File: config.mk
export PLATFORM = sky130hd
export DESIGN_NAME = wb_trace_monitor
export DESIGN_NICKNAME = d
export VERILOG_FILES = /design/src/rtl/wb_trace_monitor.sv
export SDC_FILE = /design/constraint.sdc
export NUM_CORES = 2
export LEC_CHECK = 0
export CAP_MARGIN = 20
export CELL_PAD_IN_SITES_DETAIL_PLACEMENT = 1
export CELL_PAD_IN_SITES_GLOBAL_PLACEMENT = 2
export CORE_ASPECT_RATIO = 1.2
export CORE_UTILIZATION = 40
export CTS_CLUSTER_DIAMETER = 120
export DETAILED_ROUTE_END_ITERATION = 16
export PLACE_DENSITY = 0.82
export RECOVER_POWER = 25
export SYNTH_ARGS = -nofsm -noshare
export SYNTH_HDL_FRONTEND = slang
export SYNTH_SLANG_ARGS = --single-unit
File: constraint.sdc
create_clock -name clk_i -period 2.75 [get_ports clk_i]
set_clock_uncertainty 0.05 [all_clocks]
set_input_delay 0.275 -clock clk_i [delete_from_list [all_inputs] [get_ports clk_i]]
set_output_delay 0.275 -clock clk_i [all_outputs]
set_load 0.005 [all_outputs]
File: src/rtl/wb_trace_monitor.sv
`default_nettype none
// ============================================================================
// Module      : wb_trace_monitor
// Description : Mirrors the write-back register stream into a shadow register
//               file, detects program end by write-back inactivity, keeps
//               cycle/write counters and streams the shadow file out on request.
// Revision    : 1.0 - initial release
// ============================================================================
module wb_trace_monitor #(
  parameter  int REG_NUM    = 32,
  parameter  int DATA_W     = 32,
  parameter  int IDLE_LIMIT = 8,
  parameter  int CNT_W      = 32,
  localparam int AW         = (REG_NUM > 1) ? $clog2(REG_NUM) : 1
) (
  input  logic              clk_i,
  input  logic              rst_i,
  input  logic              wb_en_i,
  input  logic [AW-1:0]     wb_addr_i,
  input  logic [DATA_W-1:0] wb_data_i,
  input  logic              dump_req_i,
  output logic              halt_o,
  output logic              dump_valid_o,
  output logic [AW-1:0]     dump_addr_o,
  output logic [DATA_W-1:0] dump_data_o,
  output logic              dump_done_o,
  output logic [CNT_W-1:0]  cycle_cnt_o,
  output logic [CNT_W-1:0]  wr_cnt_o,
  output logic [CNT_W-1:0]  zero_wr_cnt_o
);

  localparam int IW = $clog2(IDLE_LIMIT + 1);

  typedef enum logic [1:0] {
    S_RUN    = 2'd0,
    S_HALTED = 2'd1,
    S_DUMP   = 2'd2,
    S_DONE   = 2'd3
  } state_t;

  state_t            r_state;
  logic [IW-1:0]     r_idle;
  logic [DATA_W-1:0] r_shadow [REG_NUM];

  logic              w_in_range;
  logic              w_wr;
  logic              w_reg_wr;
  logic              w_zero_wr;
  logic              w_last;
  logic [IW-1:0]     w_idle_inc;
  logic [AW-1:0]     w_next_addr;

  // Out-of-range destinations are treated as no write-back activity at all.
  assign w_in_range  = (int'(wb_addr_i) < REG_NUM);
  assign w_wr        = wb_en_i && w_in_range;
  assign w_reg_wr    = w_wr && (wb_addr_i != '0);
  assign w_zero_wr   = w_wr && (wb_addr_i == '0);
  assign w_idle_inc  = r_idle + IW'(1);
  assign w_last      = (dump_addr_o == AW'(REG_NUM - 1));
  assign w_next_addr = dump_addr_o + AW'(1);

  always_ff @(posedge clk_i) begin
    if (rst_i) begin
      r_state       <= S_RUN;
      r_idle        <= '0;
      halt_o        <= 1'b0;
      dump_valid_o  <= 1'b0;
      dump_addr_o   <= '0;
      dump_data_o   <= '0;
      dump_done_o   <= 1'b0;
      cycle_cnt_o   <= '0;
      wr_cnt_o      <= '0;
      zero_wr_cnt_o <= '0;
      for (int i = 0; i < REG_NUM; i++) begin
        r_shadow[i] <= '0;
      end
    end else begin
      case (r_state)
        S_RUN, S_HALTED: begin
          if (w_reg_wr) begin
            r_shadow[wb_addr_i] <= wb_data_i;
            wr_cnt_o            <= wr_cnt_o + CNT_W'(1);
          end
          if (w_zero_wr) begin
            zero_wr_cnt_o <= zero_wr_cnt_o + CNT_W'(1);
          end
          if (r_state == S_RUN) begin
            cycle_cnt_o <= cycle_cnt_o + CNT_W'(1);
          end

          // The dump request wins; halt_o keeps whatever it had on entry.
          if (dump_req_i) begin
            r_state      <= S_DUMP;
            dump_valid_o <= 1'b1;
            dump_addr_o  <= '0;
            dump_data_o  <= r_shadow[0];
          end else if (w_wr) begin
            r_idle  <= '0;
            r_state <= S_RUN;
            halt_o  <= 1'b0;
          end else if (r_state == S_RUN) begin
            r_idle <= w_idle_inc;
            if (w_idle_inc == IW'(IDLE_LIMIT)) begin
              r_state <= S_HALTED;
              halt_o  <= 1'b1;
            end
          end
        end

        S_DUMP: begin
          if (w_last) begin
            r_state      <= S_DONE;
            dump_valid_o <= 1'b0;
            dump_done_o  <= 1'b1;
          end else begin
            dump_addr_o <= w_next_addr;
            dump_data_o <= r_shadow[w_next_addr];
          end
        end

        S_DONE: begin
          r_state <= S_DONE;
        end

        default: begin
          r_state <= S_RUN;
        end
      endcase
    end
  end

endmodule
`default_nettype wire
Word-level counts from Yosys, hierarchy flattened

Memory sizes are Yosys's and may differ from the RTL's.
Cells that the tools add are included.

Flip-flop bits (word level): 142
Bits in latches: 0
RAM bits: 1024
Memory bits (read-only): 0
Input port bits: 41
Output and inout port bits: 136
Word-level logic and storage cells: 75
Memories: 1

Memory list:

| name     | words | width | rd ports | clocked after Yosys merged registers in | write ports | RTL line | RTL |
|---|---|---|---|---|---|---|---|
| r_shadow | 32    | 32    | 2        | 0                                       | 32          | 43       | `logic [DATA_W-1:0] r_shadow [REG_NUM];` |

Add/subtract/negate cells: 5
Multiply operators: 0
Divide/modulo/power cells: 0
Order comparisons: 0
Equal/unequal tests: 10
Shift operators: 0
Mux-type cells: 29
Bitwise operators: 1
Reductions and logical operators: 19

Operators by type and width:

| kind                                          | number |
|---|---|
| adder 32 x 1 -> 32 bit, second input constant | 3 |
| 2-to-1 mux 32 bit                             | 3 |
| one-hot mux 32 bit (2 select lines)           | 1 |
| OR reduction 32 bit                           | 1 |
| 2-to-1 mux 5 bit                              | 3 |
| 2-to-1 mux 1 bit                              | 12 |
| AND reduction 3 bit                           | 4 |
| 2-to-1 mux 2 bit                              | 5 |
| one-hot mux 5 bit (2 select lines)            | 1 |
| 2-to-1 mux 4 bit                              | 2 |
| inequality test 4 bit, second input constant  | 2 |
| AND reduction 2 bit                           | 4 |
| inequality test 2 bit, second input constant  | 3 |
| one-hot mux 2 bit (3 select lines)            | 1 |
| nonzero test 2 bit                            | 3 |
| adder 5 x 1 -> 5 bit, second input constant   | 1 |
| == test 5 bit, second input constant          | 1 |
| zero test 5 bit                               | 1 |
| nonzero test 5 bit                            | 1 |
| adder 4 x 1 -> 4 bit, second input constant   | 1 |
| == test 2 bit, second input constant          | 2 |
| == test 4 bit, second input constant          | 1 |
| AND reduction 4 bit                           | 1 |
| == test 2 x 1 -> 1 bit, second input constant | 1 |
| 5 further kinds                               | 6 |

Logic depth before layout (Yosys ltp)

Depth after elaboration: 8
Mapped depth: 10
Gate-level depth less buffers: 8

Worst setup path before layout

OpenSTA, ideal clock, no wires.

Path type: reg2reg
From: reg dump_addr_o[1]
To: reg dump_data_o[6]
Setup time: 0.116 ns
Data arrival time: 2.685 ns
Data required time: 2.584 ns
Slack: -0.101 ns
Cell stages (with the launch flop): 10
Buffers on the path: 4
Period minus slack after synthesis: 2.851 ns
Path through: dfxtp_1 > ha_1 > clkbuf_1 > buf_1 > buf_1 > clkbuf_1 > mux4_2 > mux2i_1 > a32oi_1 > a41o_1

Cells in the longest elaborated chain, start to end: 4
Elaborated cells on any way between the ends: 7
Classes of those cells: add/sub (1); eq/ne (2); mux (2); reduce/logical (1); memory (1)

RTL lines:

| what                                | RTL line | RTL |
|---|---|---|
| from (decl)                         | 24       | `output logic [AW-1:0] dump_addr_o,` |
| from (signal assigned)              | 116      | `dump_addr_o <= w_next_addr;` |
| adder 5 x 1 -> 5 bit                | 60       | `assign w_next_addr = dump_addr_o + AW'(1);` |
| memory (32 x 32 bit)                | --       |  |
| 2-to-1 mux 32 bit                   | 111      | `if (w_last) begin` |
| one-hot mux 32 bit (2 select lines) | 78       | `case (r_state)` |
| to (signal assigned)                | 96       | `dump_data_o <= r_shadow[0];` |
| to (signal assigned)                | 117      | `dump_data_o <= r_shadow[w_next_addr];` |
| to (decl)                           | 25       | `output logic [DATA_W-1:0] dump_data_o,` |

Parallel ways exist; a longest one is shown, timed or not. The select of a mux whose other input is x is not followed.
A chain may end at the register's enable or synchronous reset.

Worst setup path after layout

From: reg dump_addr_o[0]
To: reg dump_data_o[4]

The elaborated chain is that of the path after synthesis.

==> results.md <==
* CTS sink count at about 1,200
* Area Overhead vs Synth at 18.9%
* First DRT Iteration DRCs at approximately 2,400
* Avg Vias per Cell at 5.62
* Pwr per Cell Area at around 640 nW/um2
* RePlAce Congestion at about 0.8
* Cell variety after synth at 52
* I/O pins at between 150 and 200
* # resized after CTS at 3
* Dpl ws at -556 ps
* Initial antenna violation count at 1
* Die ar. at around 130,000 um2
* Gr ovfl total at 0
* Pin count of the biggest net entering global routing at 92
* Max Slew Vio Count at just over 90
* Worst setup SP type: flop
* Yosys top cell area share at between 50 and 60%
* Routed length per instance at approximately 28 um
* Die W at 332 um
* Power Total at about 40 mW
* TritonCTS clock tree: yes
* Final min period at roughly 2700 ps
* First-pass GRT wire length at between 200,000 and 250,000 um
* Setup violators final at 0
* Final HPWL DP at roughly 100,000 um
* Remaining antenna violation count after routing at 0
* Mapped Area at between 50,000 and 60,000 um2
* Sequential area share after synthesis at about 64%
* Ys flop type: edfxtp_1
* CTS clk-pin slew, worst paths at about 60 ps
* IO buf count at about 180
* Post-Route WL at around 160,000 um
* Least-Margin Pin Slew at approximately 2500 ps
* CP endpoint kind: flop
* Area leader, netlist: edfxtp_1
* Deepest clock path buffer count at 3
* H-tree depth at 3
* N_diodes at 0
* Postcts setup bufs at 0
* Critical path class: reg -> reg
* Leakage at between 20 and 25 nW
* Asr flop ratio synth at 0%
* Drt first pass iters at 7
* Clk_lat worst skew at around 750 ps
* Vias in the first global route at 34,709
* Setup ws final at 53.6 ps
* Slew headroom at -63.9%
* Worst path most repeated cell: buf_4
* Worst hold path type: in -> reg
* Commonest non-fill, non-tap cell in the layout: edfxtp_1
* Crit-path max FO at 8
* Critical path cell sequence: ha_4 -> and3_1 -> ha_2 -> buf_4 -> and2_1 -> buf_4 -> a32oi_1 -> buf_4 -> a41o_1
* Site Rows at 145
* Layout cells sized above 1 at about a fifth
* Root Buffer: clkbuf_16
* Crit path largest cell delay at about 450 ps
* Unrepaired setup endpoints after global routing: no
* Multi-input gate area at ~18,000 um2
* CP Buf/Inv Count at 3
* Status: complete, but fails checks
* Fin nets at roughly 4,000
* Top cells by area, synth: edfxtp_1 (59%), and2_1 (12%), mux4_2 (11%)
* Final period utilization at a little over nine tenths
* Cells after Synth at ~3,700
* Failing checks: max-capacitance violations, max-slew violations
* Max-cap violations at 1
* Maximum VDD drop at ~0.51 mV
* Die Span Y at about 400 um
* Post-synth EDFFs at between 1,000 and 1,500
* DRC at 0
* Achievable Freq at between 300 and 400 MHz
* Vias at about 32,000
* Sequential standard cell area at roughly 34,000 um2
* Worst EP arrival at between 3000 and 4000 ps
* CP top delay family: adder cells
* Hold Violations, Final at 0
* Gr usage total at between 20% and 30%
* Syn_area_per_cell at roughly 14 um2
* Num CTS Buffers at between 100 and 150
* Slowest CP cell: ha_2
* CORE AREA at 130,000 um2
* Critical Path RT at ~3300 ps
* Synth Register Bits at ~1,200
* Initial Util at 40.3%
* Fill cells at approximately 13,000
* Hold buffers post-CTS at 0
* Syn. warnings at 0
* Most frequent cells in the layout: edfxtp_1 (1,024), and2_1 (900), mux4_2 (259)
-- cells in the mapped netlist, types with 3 or more instances --
cell and instances:
dfxtp_1 142, edfxtp_1 1024, and3_1 10, buf_6 3, o31ai_1 8, xor2_1 19
o21ai_0 23, mux2i_1 42, and4_1 7, a41o_1 29, a21oi_1 38, nor4b_1 3
clkbuf_1 285, nor2_1 168, nand4bb_1 3, and2_1 1001, nor4_1 24, xnor2_1 52
buf_1 41, or3_1 19, nand2_1 180, or2_2 35, buf_2 3, nor3_1 23
nand3_1 63, a31oi_1 14, mux4_2 259, nand3b_1 20, nand4_1 18, ha_1 6
inv_1 19, or4_1 11, a32oi_1 59, a221oi_1 3
-- path summary, 6_finish.rpt --
check                                     end  depth (start not counted)                        start  slack (ps)
hold / removal    dump_data_o[9]$_SDFFE_PP0P_                          4                   dump_req_i          80
setup reg to reg  dump_data_o[4]$_SDFFE_PP0P_                          9  dump_addr_o[0]$_SDFFE_PP0P_          50
setup / recovery  dump_data_o[4]$_SDFFE_PP0P_                          9  dump_addr_o[0]$_SDFFE_PP0P_          50
hold reg to reg      dump_done_o$_SDFFE_PP0P_                          2     dump_done_o$_SDFFE_PP0P_         440
-- kinds of logic (layout without fill, tap and decap cells) --
group                      after synthesis  count (layout)  share of synthesized area, %
and+or+nand+nor                       1597            1597                          17.4
xor gates and xnor gates                71              71                          1.19
adders and majority gates                6               6                         0.143
muxes                                  303             303                          12.0
buffers and inverters                  351             719                          2.56
AOI/OAI and AO/OA                      186             186                          2.64
DFF                                   1166            1166                          64.1
other                                    1              32                       0.00716
-- state kept, by name (all words and copies together), names as in the netlist, 2 cells and up --
| signal | cells |
|---|---|
| dump_data_o | 32 |
| zero_wr_cnt_o | 32 |
| r_idle | 4 |
| wr_cnt_o | 32 |
| r_state | 2 |
| dump_addr_o | 5 |
| r_shadow | 1024 |
| cycle_cnt_o | 32 |
-- where the power goes --
part | internal, mW | switching, mW
Sequential | 19.9 | 0.265
Clock | 9.46 | 7.10
Combinational | 1.42 | 1.88
Total | 30.8 | 9.25
-- final cells by class --
| type | count | share of cell area, % |
|---|---|---|
| sequential | 1166 | 53.9 |
| multi-input combinational | 2195 | 28.4 |
| timing repair buffer | 476 | 7.81 |
| clock buffer | 152 | 5.16 |
| tap | 1690 | 3.39 |
| clock inverter | 72 | 1.16 |
| inverter | 19 | 0.114 |
-- routing by layer --
metal | part of all wire (%) | up-vias | global-route usage [%] | routed length (um)
met2 | 52 | 1019 | 42.8 | 81800
met1 | 39 | 17171 | 29.1 | 62000
met5 | 0 | - | 0 | 0
li1 | - | 13988 | - | -
met4 | 4.5 | 0 | 10.9 | 7110
met3 | 5.0 | 265 | 3.10 | 7870
-- worst reg2reg max path, delay by kind of cell (launching register included) --
family	cells	cell delay (ps)
adders and majority gates	2	660
AOI/OAI and AO/OA	2	400
DFF	1	390
and+or+nand+nor	2	440
buffers and inverters	3	630
-- through the flow --
step                      cell area (um2)  setup TNS [ps]  util, %  instances  hold slack, ps
after floorplan                     52500               0        -       3712             405
after global placement              58600          -14610     45.0       5546             429
after detailed placement            58600          -25740     45.0       5546             445
after CTS                           62500               0     48.0       5770            26.7
after global routing                62300               0     47.9       5770             108
final                               62300               0     47.9       5770            77.4
Power figures use the tool's default switching activity.
